### config.mk
export PLATFORM = sky130hd
export DESIGN_NAME = fsm_decoder
export DESIGN_NICKNAME = d
export VERILOG_FILES = /design/src/rtl/fsm_decoder.sv
export SDC_FILE = /design/constraint.sdc
export NUM_CORES = 1
export LEC_CHECK = 0
export BUFFER_PORTS_ARGS = -buffer_cell sky130_fd_sc_hd__buf_2
export CAP_MARGIN = 20
export CORE_MARGIN = 10
export CORE_UTILIZATION = 35
export CTS_CLUSTER_DIAMETER = 120
export DETAILED_ROUTE_END_ITERATION = 12
export GPL_ROUTABILITY_DRIVEN = 0
export GPL_TIMING_DRIVEN = 0
export PLACE_DENSITY_LB_ADDON = 0.25
export REMOVE_ABC_BUFFERS = 1
export SYNTH_ARGS = -nofsm -noshare
export SYNTH_HDL_FRONTEND = slang
export SYNTH_SLANG_ARGS = --single-unit
### constraint.sdc
create_clock -name clk -period 1.75 [get_ports clk]
set_input_delay 0.175 -clock clk [delete_from_list [all_inputs] [get_ports clk]]
set_output_delay 0.175 -clock clk [all_outputs]
set_load 0.005 [all_outputs]
### src/rtl/fsm_decoder.sv
// fsm_decoder: recovers the input bit x of a 3-state Mealy encoder from its
// 2-bit output symbol y, flags illegal symbols and reports lock status.
//
// Optional feature macro: FSM_DECODER_ERRCNT_EN
//   defined   -> saturating illegal-symbol counter on err_count, cleared by clr_cnt
//   undefined -> err_count tied to 0, clr_cnt ignored, no counter flops
//
// Ports
//   clk        in   clock, rising-edge active
//   rst        in   asynchronous active-high reset
//   y[1:0]     in   encoded symbol
//   y_valid    in   y qualifier; y is sampled only when high
//   clr_cnt    in   synchronous clear of err_count
//   x_out      out  recovered encoder input bit (held between symbols)
//   x_valid    out  one-cycle pulse qualifying x_out
//   err        out  one-cycle pulse on an illegal symbol
//   err_count  out  saturating illegal-symbol count (CNT_W bits)
//   locked     out  high while LOCK_LEN consecutive legal symbols have been seen
//   state[1:0] out  tracked encoder state
module fsm_decoder #(
    parameter int unsigned LOCK_LEN = 4,
    parameter int unsigned CNT_W    = 8
) (
    input  logic             clk,
    input  logic             rst,
    input  logic [1:0]       y,
    input  logic             y_valid,
    input  logic             clr_cnt,
    output logic             x_out,
    output logic             x_valid,
    output logic             err,
    output logic [CNT_W-1:0] err_count,
    output logic             locked,
    output logic [1:0]       state
);

    localparam int unsigned LCNT_W   = 4;
    localparam logic [LCNT_W-1:0] LOCK_MAX = LCNT_W'(LOCK_LEN);

    typedef enum logic [1:0] {
        S00 = 2'b00,
        S01 = 2'b01,
        S10 = 2'b10,
        S11 = 2'b11
    } state_t;

    state_t            r_state;
    logic              r_x_out;
    logic              r_x_valid;
    logic              r_err;
    logic              r_locked;
    logic [LCNT_W-1:0] r_lcnt;

    logic              w_legal;
    logic              w_x;
    state_t            w_next;
    logic [LCNT_W-1:0] w_lcnt_inc;

    // Symbol decode; the unreachable state 11 decodes like S00.
    always_comb begin
        w_legal = 1'b0;
        w_x     = 1'b0;
        w_next  = S00;
        case (r_state)
            S01: begin
                if (y == 2'b00) begin
                    w_legal = 1'b1; w_x = 1'b0; w_next = S00;
                end else if (y == 2'b01) begin
                    w_legal = 1'b1; w_x = 1'b1; w_next = S01;
                end
            end
            S10: begin
                if (y == 2'b10) begin
                    w_legal = 1'b1; w_x = 1'b0; w_next = S01;
                end else if (y == 2'b00) begin
                    w_legal = 1'b1; w_x = 1'b1; w_next = S00;
                end
            end
            default: begin
                if (y == 2'b01) begin
                    w_legal = 1'b1; w_x = 1'b0; w_next = S00;
                end else if (y == 2'b00) begin
                    w_legal = 1'b1; w_x = 1'b1; w_next = S10;
                end
            end
        endcase
    end

    // Consecutive-legal count, saturating at LOCK_MAX.
    always_comb begin
        w_lcnt_inc = r_lcnt;
        if (r_lcnt != LOCK_MAX) begin
            w_lcnt_inc = r_lcnt + LCNT_W'(1);
        end
    end

    // Decoder state machine with registered outputs.
    always_ff @(posedge clk or posedge rst) begin
        if (rst) begin
            r_state   <= S00;
            r_x_out   <= 1'b0;
            r_x_valid <= 1'b0;
            r_err     <= 1'b0;
            r_locked  <= 1'b0;
            r_lcnt    <= '0;
        end else begin
            r_x_valid <= 1'b0;
            r_err     <= 1'b0;
            if (y_valid) begin
                if (w_legal) begin
                    r_state   <= w_next;
                    r_x_out   <= w_x;
                    r_x_valid <= 1'b1;
                    r_lcnt    <= w_lcnt_inc;
                    r_locked  <= (w_lcnt_inc == LOCK_MAX);
                end else begin
                    // Illegal symbol: resync to S00 and drop lock.
                    r_state  <= S00;
                    r_err    <= 1'b1;
                    r_lcnt   <= '0;
                    r_locked <= 1'b0;
                end
            end else if (r_state == S11) begin
                r_state <= S00;
            end
        end
    end

`ifdef FSM_DECODER_ERRCNT_EN
    logic [CNT_W-1:0] r_err_count;

    // Illegal-symbol counter; clear has priority over increment.
    always_ff @(posedge clk or posedge rst) begin
        if (rst) begin
            r_err_count <= '0;
        end else if (clr_cnt) begin
            r_err_count <= '0;
        end else if (y_valid && !w_legal && (r_err_count != {CNT_W{1'b1}})) begin
            r_err_count <= r_err_count + CNT_W'(1);
        end
    end

    assign err_count = r_err_count;
`else
    logic w_unused_clr;
    assign w_unused_clr = clr_cnt;
    assign err_count    = '0;
`endif

    assign x_out   = r_x_out;
    assign x_valid = r_x_valid;
    assign err     = r_err;
    assign locked  = r_locked;
    assign state   = r_state;

endmodule

==> impl_table.tex, run 1 <==
\begin{tabular}{lr}
\hline
Metric & Value \\
\hline
\multicolumn{2}{l}{\textbf{Floorplan}} \\
Placeable core area & 1940 um2 \\
Die Footprint & 4200 um2 \\
Die W & 64.8 um \\
Effective utilization at floorplan & 36.2\% \\
Top-level port count & 20 \\
Height of the die & 64.8 um \\
Std-Cell Rows & 16 \\
\multicolumn{2}{l}{\textbf{Yosys}} \\
Library cell with the highest instance count after synthesis & dfrtp\_1 \\
Mapped Avg Cell Area & 10.2 um2 \\
Synthesized netlist cell count & 69 \\
Post-synth cell types & 30 \\
Most numerous cell types in the synthesized netlist & dfrtp\_1 (10), inv\_1 (9), buf\_4 (8), ha\_1 (5) \\
Library cell with the largest summed area after synthesis & dfrtp\_1 \\
Sequential fraction of the synthesis area & 35.6\% \\
Number of warning messages in the yosys log & 0 \\
Number of enable flip-flop cells after synthesis & 0 \\
Area share of the largest cell type after synthesis & 35.6\% \\
Combined area of all synthesized cells & 703 um2 \\
Largest cells by area after synthesis & dfrtp\_1 (36\%), ha\_1 (8.9\%), buf\_4 (8.5\%) \\
Async S/R FF share, synth & 100\% \\
Main synth FF type & dfrtp\_1 \\
Flip-flop and latch count after synthesis & 10 \\
\multicolumn{2}{l}{\textbf{Min path}} \\
Class of the worst hold path & in -> reg \\
Worst Min Path Start & y[0] \\
Worst Hold Path EP & x\_out\$\_DFFE\_PP0P\_ \\
Depth of the worst hold-timing path & 3 \\
\multicolumn{2}{l}{\textbf{Drt}} \\
DRT Pass-1 Iters & 4 \\
WL/cell & 12.6 um \\
Via density per instance & 4.81 \\
Final antenna-violating net count & 0 \\
Final wirelength & 1.36 mm \\
Starting DRT DRC Count & 14 \\
Total number of vias & 520 \\
DR DRC count & 0 \\
\multicolumn{2}{l}{\textbf{Clocking}} \\
Sinks on the clock net & 10 \\
Clock Latency Late Sink & 0.26 ns \\
Clk pin slew, worst setup/hold paths & 0.06 ns \\
Inserted Clock Buffers & 3 \\
Clock root buffer master & clkbuf\_4 \\
CTS H-tree lvls & 1 \\
Max Buffers Root-to-Sink & 2 \\
Number of setup buffers added after CTS & 0 \\
Clock tree from TritonCTS & done \\
\multicolumn{2}{l}{\textbf{Setup path}} \\
Critical path class & reg -> reg \\
Reg2Reg Launch Point & state[0]\$\_DFFE\_PP0P\_ \\
Number of cells on the worst reg-to-reg path & 5 \\
Worst reg-to-reg setup slack & 0.12 ns \\
Arrival @ worst endpoint & 1.79 ns \\
Kind of start point of the critical path & flip-flop \\
Reg-to-reg critical path endpoint & locked\$\_DFFE\_PP0P\_ \\
Endpoint kind of the worst setup timing path & flip-flop \\
Worst-path fanout max & 5 \\
Required @ worst endpoint & 1.91 ns \\
\multicolumn{2}{l}{\textbf{STA}} \\
Final sum of negative setup slack & 0 ns \\
Final setup vio count & 0 \\
Number of endpoints with negative hold slack in the final report & 0 \\
Final worst-path cycle share & 93.3\% \\
RSZ-0062 raised after global routing & no \\
Worst clock skew & 0.00720 ns \\
Highest clock frequency the design can meet & 0.612 GHz \\
Count of final max-slew check failures & 0 \\
Crit path time final & 1.63 ns \\
\multicolumn{2}{l}{\textbf{Flow run}} \\
Maxcap violations & 0 \\
\multicolumn{2}{l}{\textbf{Global routing}} \\
Total routing usage reported by global routing & 6.56\% \\
Wire length of the first global-routing pass & 2.23 mm \\
Initial antenna violation count & 0 \\
Pin count of the biggest net entering global routing & 16 \\
Via count of the first global-routing pass & 492 \\
Total grt overflow & 0 \\
\multicolumn{2}{l}{\textbf{Final layout}} \\
Share of layout cells above drive strength 1 & 25.9\% \\
Area Overhead vs Synth & 10.1\% \\
Total non-filler cell area in the finished layout & 774 um2 \\
Total Nets Final & 94 \\
Antenna diode count & 0 \\
Final core area utilization & 39.9\% \\
\multicolumn{2}{l}{\textbf{Place}} \\
Half-perimeter wire length of the detailed placement result & 1.07 mm \\
Number of I/O port buffers & 10 \\
Instance area at placement & 742 um2 \\
\multicolumn{2}{l}{\textbf{Status}} \\
Result of the run & finished, final reports clean \\
\multicolumn{2}{l}{\textbf{Pwr}} \\
Cell area power density & 740 nW/um2 \\
Leakage power summed over all cells & 0.368 nW \\
Worst VDD drop & 0.000345 V \\
\hline
\end{tabular}
==> layout make-up <==
class,count,area [um2]
inverters,9,33.8
multi-input cells,48,374
repair buffers,11,60.1
well taps,27,33.8
flip-flops and latches,10,250
clock buffers,3,22.5
fillers,201,1170
==> worst max-delay path by stage <==
stage,start,to
after floorplan,state[0]$_DFFE_PP0P_,locked$_DFFE_PP0P_
after global placement,state[0]$_DFFE_PP0P_,locked$_DFFE_PP0P_
after detailed placement,state[0]$_DFFE_PP0P_,locked$_DFFE_PP0P_
after CTS,state[0]$_DFFE_PP0P_,locked$_DFFE_PP0P_
after global routing,state[0]$_DFFE_PP0P_,r_lcnt[2]$_DFFE_PP0P_
final,state[0]$_DFFE_PP0P_,locked$_DFFE_PP0P_
==> cell usage in the layout (no fill, tap or decap), types with 3 or more instances in the layout <==
| master | n |
|---|---|
| buf_2 | 10 |
| clkbuf_4 | 3 |
| inv_1 | 9 |
| conb_1 | 8 |
| a21boi_0 | 3 |
| or2_2 | 3 |
| ha_1 | 5 |
| dfrtp_1 | 10 |
==> flip-flops by register name, indices dropped and copies added (netlist names) <==
signal / cells
state: 2
locked: 1
r_lcnt: 4
err: 1
x_out: 1
x_valid: 1
==> logic make-up after synthesis <==
kind of cell             after synthesis  synth area share [%]
adder cells (fa/ha/maj)                5                  8.90
other                                  1                 0.533
AND/OR/NAND/NOR                       19                  20.1
multiplexers                           1                  3.20
AO/OA/AOI/OAI                         15                  16.7
buffers and inverters                 18                  14.9
flip-flops                            10                  35.6
==> metrics by stage <==
stage / cells / setup WS, ns / hold WS (ns) / power [mW]
2_1_floorplan: 67 / 0.266 / 0.0152 / 0.381
3_3_place_gp: 104 / 0.141 / 0.168 / 0.425
3_5_place_dp: 104 / 0.139 / 0.171 / 0.429
4_1_cts: 108 / 0.102 / 0.276 / 0.586
5_1_grt: 108 / 0.0128 / 0.308 / 0.619
6_report: 108 / 0.117 / 0.293 / 0.573
==> per-layer routing <==
metal	up-vias	track usage [%]	part of all wire (%)
met3	2	4.64	8.4
li1	255	-	-
met4	0	1.60	0.66
met2	17	8.50	40
met1	246	8.46	50
met5	-	0	0
==> critical path: stages, from the launching register on <==
cell and delay [ns]:
dfrtp_1 0.42, inv_1 0.09, ha_1 0.26, mux2i_4 0.34, nand2_4 0.10, o41ai_2 0.32
==> power by group <==
group	total (mW)	internal, mW	switching [mW]
clock	0.147	0.0789	0.0681
combinational	0.146	0.0657	0.0804
sequential	0.280	0.254	0.0260
==> timing repair <==
item | CTS | global route
resized for setup | 0 | 0
endpoints found under the hold margin | 10 | 0
hold buffers | 1 | 0
Power figures use the tool's default switching activity.
==> run 2: changes to the inputs <==
Settings changed: BUFFER_PORTS_ARGS -buffer_cell sky130_fd_sc_hd__buf_2 to -buffer_cell sky130_fd_sc_hd__buf_4, CORE_ASPECT_RATIO from default to 0.8, HOLD_SLACK_MARGIN from default to 0.05.
==> run 2 against run 1 <==
Net effect: utilization rose by 3.8 points; global-route usage rose by 0.43 points; cell count unchanged; sequential share of layout area down 2.1 points; critical path type unchanged.
==> impl_table.tex, run 2 (synthesis gave the netlist of run 1 again) <==
\begin{tabular}{lr}
\hline
Metric & Value \\
\hline
\multicolumn{2}{l}{\textbf{Drt}} \\
Highest metal layer with signal wires & met4 \\
Total number of vias & 504 (-3.1\%) \\
Via density per instance & 4.67 (-3.1\%) \\
Final antenna-violating net count & 0 (unchanged) \\
DR DRC count & 0 (unchanged) \\
DRT Pass-1 Iters & 4 (unchanged) \\
Wire length on met1 & 723 um (+5.9\%) \\
WL/cell & 12.3 um (-1.7\%) \\
Final wirelength & 1.33 mm (-1.7\%) \\
Met3 WL post-DR & 148 um (+30\%) \\
Starting DRT DRC Count & 7 (-7) \\
Amount of wire on met2 after detailed routing & 454 um (-17\%) \\
\multicolumn{2}{l}{\textbf{STA}} \\
Count of final max-slew check failures & 0 (unchanged) \\
Final setup vio count & 0 (unchanged) \\
Crit path time final & 1.58 ns (-0.0524 ns) \\
Final sum of negative setup slack & 0 ns (unchanged) \\
Highest clock frequency the design can meet & 0.633 GHz (+3.3\%) \\
Number of endpoints with negative hold slack in the final report & 0 (unchanged) \\
Final worst-path cycle share & 90.3\% (-3.0 points) \\
RSZ-0062 raised after global routing & no \\
Post-Route Hold Slack & 0.224 ns (-0.0692 ns) \\
Worst clock skew & 0.00452 ns (-0.00268 ns) \\
\multicolumn{2}{l}{\textbf{Global routing}} \\
Wire length of the first global-routing pass & 2.42 mm (+8.7\%) \\
Initial antenna violation count & 0 (unchanged) \\
Pin count of the biggest net entering global routing & 16 (unchanged) \\
Total routing usage reported by global routing & 6.99\% (+0.43 points) \\
Via count of the first global-routing pass & 513 (+4.3\%) \\
Total grt overflow & 0 (unchanged) \\
\multicolumn{2}{l}{\textbf{Final layout}} \\
Share of layout cells above drive strength 1 & 29.8\% (+3.8 points) \\
Total Nets Final & 96 (+2.1\%) \\
Total non-filler cell area in the finished layout & 827 um2 (+6.8\%) \\
Commonest cells after routing, fill and taps aside & buf\_4 (12), dfrtp\_1 (10), inv\_1 (9) \\
Antenna diode count & 0 (unchanged) \\
Largest reg by FF count & r\_lcnt \\
Most common library cell in the layout ignoring fill and taps & buf\_4 \\
Area Overhead vs Synth & 17.6\% \\
Largest register FFs & 4 (unchanged) \\
Final core area utilization & 43.7\% (+3.8 points) \\
\multicolumn{2}{l}{\textbf{Min path}} \\
Worst Hold Path EP & state[1]\$\_DFFE\_PP0P\_ \\
Depth of the worst hold-timing path & 2 (-1) \\
Class of the worst hold path & in -> reg \\
Worst Min Path Start & y\_valid \\
\multicolumn{2}{l}{\textbf{Flow run}} \\
Maxcap violations & 0 (unchanged) \\
\multicolumn{2}{l}{\textbf{Clocking}} \\
Clock Latency Late Sink & 0.26 ns (about the same) \\
Inserted Clock Buffers & 3 (unchanged) \\
Max Buffers Root-to-Sink & 2 (unchanged) \\
Sinks on the clock net & 10 (unchanged) \\
Clock root buffer master & clkbuf\_4 \\
CTS H-tree lvls & 1 (unchanged) \\
Clk pin slew, worst setup/hold paths & 0.06 ns (about the same) \\
Clock tree from TritonCTS & done \\
\multicolumn{2}{l}{\textbf{Floorplan}} \\
Std-Cell Rows & 14 (-2) \\
Effective utilization at floorplan & 37.2\% (+0.96 points) \\
Die Footprint & 4210 um2 (+0.28\%) \\
Die W & 70.1 um (+8.2\%) \\
Placeable core area & 1890 um2 (-2.6\%) \\
Height of the die & 60.1 um (-7.3\%) \\
Top-level port count & 20 (unchanged) \\
\multicolumn{2}{l}{\textbf{Setup path}} \\
Critical path class & reg -> reg \\
Kind of start point of the critical path & flip-flop \\
Number of cells on the worst reg-to-reg path & 5 (unchanged) \\
Reg2Reg Launch Point & r\_lcnt[0]\$\_DFFE\_PP0P\_ \\
Required @ worst endpoint & 1.89 ns (-0.02 ns) \\
Worst-path fanout max & 6 (+1) \\
Endpoint kind of the worst setup timing path & flip-flop \\
Reg-to-reg critical path endpoint & locked\$\_DFFE\_PP0P\_ \\
Worst reg-to-reg setup slack & 0.17 ns (+0.05 ns) \\
Arrival @ worst endpoint & 1.72 ns (-0.07 ns) \\
\multicolumn{2}{l}{\textbf{Place}} \\
Half-perimeter wire length of the detailed placement result & 1.06 mm (-0.85\%) \\
Number of I/O port buffers & 10 (unchanged) \\
Instance area at placement & 763 um2 (+2.9\%) \\
\multicolumn{2}{l}{\textbf{Pwr}} \\
Power after layout & 0.642 mW (+12\%) \\
Worst VDD drop & 0.000630 V (+83\%) \\
Leakage power summed over all cells & 0.388 nW (+5.5\%) \\
Cell area power density & 777 nW/um2 (+5.0\%) \\
\multicolumn{2}{l}{\textbf{Status}} \\
Result of the run & finished, final reports clean \\
\hline
\end{tabular}
## run 2: cell count changes in the layout (fill, tap and decap cells not counted)
cell and change:
ha_2 +1, ha_1 -1, buf_2 -10, buf_4 +12
clkbuf_8 +1
## run 2: per-layer routing
layer / global-route usage [%] / up-vias
met5: 0 / -
met3: 5.46 / 2
met2: 8.26 / 19
met4: 0.843 / 0
met1: 9.51 / 218
li1: - / 265
## run 2: area by class of cell
type,count,area (um2)
tap,24,30.0
timing repair buffer,13,100
fill,186,1060
multi-input combinational,48,377
sequential,10,250
inverter,9,33.8
clock buffer,4,36.3
## run 2: where the power goes
group	leakage [nW]	total [mW]	internal (mW)	switching [mW]
Clock	0.0210	0.203	0.126	0.0766
Combinational	0.234	0.161	0.0793	0.0813
Sequential	0.134	0.279	0.254	0.0252
## run 2: worst max-delay path by stage
stage,from,to,slack (ns),cells past startpoint
finish,r_lcnt[0]$_DFFE_PP0P_,locked$_DFFE_PP0P_,0.17,5
global route,r_lcnt[0]$_DFFE_PP0P_,locked$_DFFE_PP0P_,0.004,5
CTS,state[0]$_DFFE_PP0P_,locked$_DFFE_PP0P_,0.09,5
detailed placement,state[0]$_DFFE_PP0P_,locked$_DFFE_PP0P_,0.11,5
global placement,state[0]$_DFFE_PP0P_,locked$_DFFE_PP0P_,0.14,5
floorplan,state[0]$_DFFE_PP0P_,locked$_DFFE_PP0P_,0.27,5
## run 2: critical path, cell delays in order, from the launching register on
cell and delay (ns):
dfrtp_1 0.43, inv_1 0.11, ha_1 0.25, and4bb_1 0.20, a311oi_1 0.33, o41ai_2 0.13
## run 2: per-stage QoR
step,worst slack (ns),cells
2_1_floorplan,0.266,67
3_3_place_gp,0.145,101
4_1_cts,0.0935,106
5_1_grt,0.00450,108
6_report,0.170,108
3_5_place_dp,0.110,101
## run 2: timing repair
item	4_1_cts	5_1_grt
gates resized for setup	0	1
hold buffers	1	0
endpoints found under the hold margin	10	0
setup endpoints to repair	0	2
buffers inserted	0	2
==> run 3: changes to the inputs <==
Settings changed: ABC_AREA from default to 1, CAP_MARGIN 20 to default.
==> run 3 against run 2 <==
Net effect: register-to-register slack gained 0.15 ns; die area shrank 4.8%; flip-flop and latch count is the same; routed wire length shrank 4.0%; utilization grew 1.8 points; global-route usage grew 0.067 points; sequential power grew 7%; count of clock-buffer cells in the layout is the same; setup slack gained 0.15 ns; first-iteration DRC count is the same; cell count grew 8.3%; clock power grew 3%.
==> impl_table.tex, run 3 <==
\begin{tabular}{lr}
\hline
Metric & Value \\
\hline
\multicolumn{2}{l}{\textbf{Global routing}} \\
Initial antenna violation count & 0 (unchanged) \\
Total grt overflow & 0 (unchanged) \\
Pin count of the biggest net entering global routing & 11 (-5) \\
Total routing usage reported by global routing & 7.06\% (+0.067 points) \\
Wire length of the first global-routing pass & 2.06 mm (-15\%) \\
Via count of the first global-routing pass & 482 (-6.0\%) \\
\multicolumn{2}{l}{\textbf{Yosys}} \\
Library cell with the largest summed area after synthesis & dfrtp\_1 \\
Largest cells by area after synthesis & dfrtp\_1 (38\%), nand2\_1 (12\%), ha\_1 (9.6\%) \\
Area share of the largest cell type after synthesis & 38.2\% (+2.7 points) \\
Async S/R FF share, synth & 100\% (unchanged) \\
Number of warning messages in the yosys log & 0 (unchanged) \\
Combined area of all synthesized cells & 654 um2 (-6.9\%) \\
Most numerous cell types in the synthesized netlist & nand2\_1 (21), inv\_1 (12), dfrtp\_1 (10), buf\_4 (8) \\
Sequential fraction of the synthesis area & 38.2\% (+2.7 points) \\
Mapped Avg Cell Area & 8.08 um2 (-21\%) \\
Flip-flop and latch count after synthesis & 10 (unchanged) \\
Main synth FF type & dfrtp\_1 \\
Library cell with the highest instance count after synthesis & nand2\_1 \\
Post-synth cell types & 17 (-43\%) \\
Synthesized netlist cell count & 81 (+17\%) \\
Number of enable flip-flop cells after synthesis & 0 (unchanged) \\
\multicolumn{2}{l}{\textbf{STA}} \\
Count of final max-slew check failures & 0 (unchanged) \\
Worst clock skew & 0.00147 ns (-0.00305 ns) \\
Final worst-path cycle share & 81.7\% (-8.6 points) \\
Highest clock frequency the design can meet & 0.699 GHz (+10\%) \\
Final setup vio count & 0 (unchanged) \\
Crit path time final & 1.43 ns (-0.150 ns) \\
Number of endpoints with negative hold slack in the final report & 0 (unchanged) \\
Final sum of negative setup slack & 0 ns (unchanged) \\
RSZ-0062 raised after global routing & no \\
\multicolumn{2}{l}{\textbf{Pwr}} \\
Flop pwr share & 42.2\% (-1.2 points) \\
Clock network power share & 29.7\% (-1.9 points) \\
Switching fraction of total power & 33.4\% (+4.8 points) \\
Portion of total power attributed to combinational logic & 28.1\% (+3.1 points) \\
Internal Dissipation & 0.470 mW (+2.4\%) \\
Leakage power summed over all cells & 0.437 nW (+13\%) \\
Net switching power & 0.235 mW (+29\%) \\
Cell area power density & 917 nW/um2 (+18\%) \\
Worst VDD drop & 0.000672 V (+6.7\%) \\
\multicolumn{2}{l}{\textbf{Setup path}} \\
Crit-path max cell delay & 0.42 ns (about the same) \\
Cell class contributing the biggest share of worst-path delay & simple AND/OR/NAND/NOR gates \\
Cells along the critical path & inv\_1 -> ha\_1 -> inv\_1 -> nand2\_1 -> nand2\_4 -> nor2\_8 -> nand2\_4 -> nor2\_1 -> nand2\_1 -> nand2\_1 \\
Worst-path fanout max & 8 (+2) \\
Endpoint kind of the worst setup timing path & flip-flop \\
CP most frequent cell & nand2\_1 \\
Buffers and inverters on the worst path & 2 (+1) \\
Arrival @ worst endpoint & 1.65 ns (-0.07 ns) \\
Levels on crit path & 10 (+5) \\
Required @ worst endpoint & 1.96 ns (+0.07 ns) \\
Highest-delay cell along the critical path & dfrtp\_1 \\
Critical path class & reg -> reg \\
Kind of start point of the critical path & flip-flop \\
Number of cells on the worst reg-to-reg path & 10 (+5) \\
\multicolumn{2}{l}{\textbf{Place}} \\
Cell count after placement & 112 (+11\%) \\
Half-perimeter wire length of the detailed placement result & 1.01 mm (-4.7\%) \\
Instance area at placement & 723 um2 (-5.2\%) \\
Number of I/O port buffers & 10 (unchanged) \\
\multicolumn{2}{l}{\textbf{Flow run}} \\
Maxcap violations & 0 (unchanged) \\
\multicolumn{2}{l}{\textbf{Final layout}} \\
Total Nets Final & 107 (+11\%) \\
Share of layout cells above drive strength 1 & 18.9\% (-11 points) \\
Antenna diode count & 0 (unchanged) \\
Final core area utilization & 45.5\% (+1.8 points) \\
Largest register FFs & 4 (unchanged) \\
Most common library cell in the layout ignoring fill and taps & nand2\_1 \\
Cell Count, Final, Fillers Out & 117 (+8.3\%) \\
Largest reg by FF count & r\_lcnt \\
Total non-filler cell area in the finished layout & 769 um2 (-7.0\%) \\
Commonest cells after routing, fill and taps aside & nand2\_1 (21), inv\_1 (12), dfrtp\_1 (10), buf\_4 (10), conb\_1 (8) \\
Area Overhead vs Synth & 17.6\% (about the same) \\
\multicolumn{2}{l}{\textbf{Min path}} \\
Class of the worst hold path & in -> reg \\
Depth of the worst hold-timing path & 2 (unchanged) \\
\multicolumn{2}{l}{\textbf{Drt}} \\
Via density per instance & 4.34 (-7.0\%) \\
Final wirelength & 1.28 mm (-4.0\%) \\
DRT Pass-1 Iters & 4 (unchanged) \\
Starting DRT DRC Count & 7 (unchanged) \\
WL/cell & 10.9 um (-11\%) \\
Final antenna-violating net count & 0 (unchanged) \\
DR DRC count & 0 (unchanged) \\
Total number of vias & 508 (+0.79\%) \\
\multicolumn{2}{l}{\textbf{Floorplan}} \\
Top-level port count & 20 (unchanged) \\
Placeable core area & 1690 um2 (-11\%) \\
Die W & 68.3 um (-2.5\%) \\
Std-Cell Rows & 13 (-1) \\
Height of the die & 58.7 um (-2.4\%) \\
Die Footprint & 4010 um2 (-4.8\%) \\
Effective utilization at floorplan & 38.7\% (+1.5 points) \\
\multicolumn{2}{l}{\textbf{Clocking}} \\
Clock Latency Late Sink & 0.27 ns (about the same) \\
Clk pin slew, worst setup/hold paths & 0.06 ns (about the same) \\
CTS H-tree lvls & 1 (unchanged) \\
Clock root buffer master & clkbuf\_4 \\
Sinks on the clock net & 10 (unchanged) \\
Max Buffers Root-to-Sink & 2 (unchanged) \\
Clock tree from TritonCTS & done \\
Inserted Clock Buffers & 3 (unchanged) \\
Number of setup buffers added after CTS & 0 (unchanged) \\
\multicolumn{2}{l}{\textbf{Status}} \\
Result of the run & finished, final reports clean \\
\hline
\end{tabular}
[run 3: kinds of logic (layout without fill, tap and decap cells)]
group	count (synthesis)	count (layout)	synth area share, %
other cells	1	8	0.573
compound gates	10	10	8.61
simple gates	34	34	26.4
flops	10	10	38.2
fa+ha+maj	5	5	9.56
buf+inv	21	28	16.6
[run 3: area by class of cell]
class,count,area (um2)
Sequential cell,10,250
Tap cell,22,27.5
Fill cell,193,922
Timing Repair Buffer,11,85.1
Multi-Input combinational cell,57,322
Clock buffer,4,36.3
Inverter,13,48.8
[run 3: final timing paths]
| check | endpoint | slack [ns] | startpoint |
|---|---|---|---|
| worst max-delay path | locked$_DFFE_PP0P_ | 0.32 | state[0]$_DFFE_PP0P_ |
| worst min-delay path | state[0]$_DFFE_PP0P_ | 0.16 | y_valid |
| worst max register to register | locked$_DFFE_PP0P_ | 0.32 | state[0]$_DFFE_PP0P_ |
| worst min register to register | locked$_DFFE_PP0P_ | 0.51 | locked$_DFFE_PP0P_ |
| max in group asynchronous | r_lcnt[0]$_DFFE_PP0P_ | 1.05 | rst |
| min in group asynchronous | err$_DFF_PP0_ | 0.43 | rst |
[run 3: metal layers]
| metal | GRT usage, % | part of all wire (%) | vias up |
|---|---|---|---|
| met2 | 9.15 | 39 | 18 |
| met4 | 4.30 | 2.3 | 0 |
| met3 | 5.29 | 12 | 4 |
| met1 | 7.95 | 46 | 218 |
| li1 | - | - | 268 |
| met5 | 0 | 0 | - |
[run 3: power groups by stage]
stage               sequential (mW)  combinational [mW]  clock (mW)
floorplan                     0.295               0.142           0
global placement              0.301               0.194           0
detailed placement            0.301               0.198           0
CTS                           0.297               0.201       0.221
global route                  0.304               0.233       0.227
finish                        0.298               0.198       0.210
[run 3: per-stage QoR]
step / hold WS, ns / power, mW / setup slack, ns
after global placement: 0.174 / 0.495 / 0.364
final: 0.156 / 0.706 / 0.320
after global routing: 0.147 / 0.763 / 0.206
after CTS: 0.147 / 0.719 / 0.313
after detailed placement: 0.183 / 0.499 / 0.331
after floorplan: 0.0152 / 0.437 / 0.467
[run 3: repair_timing]
item                                   in CTS  in global routing
gates resized for setup                     0                  0
endpoints found under the hold margin      10                  0
hold buffers                                1                  0
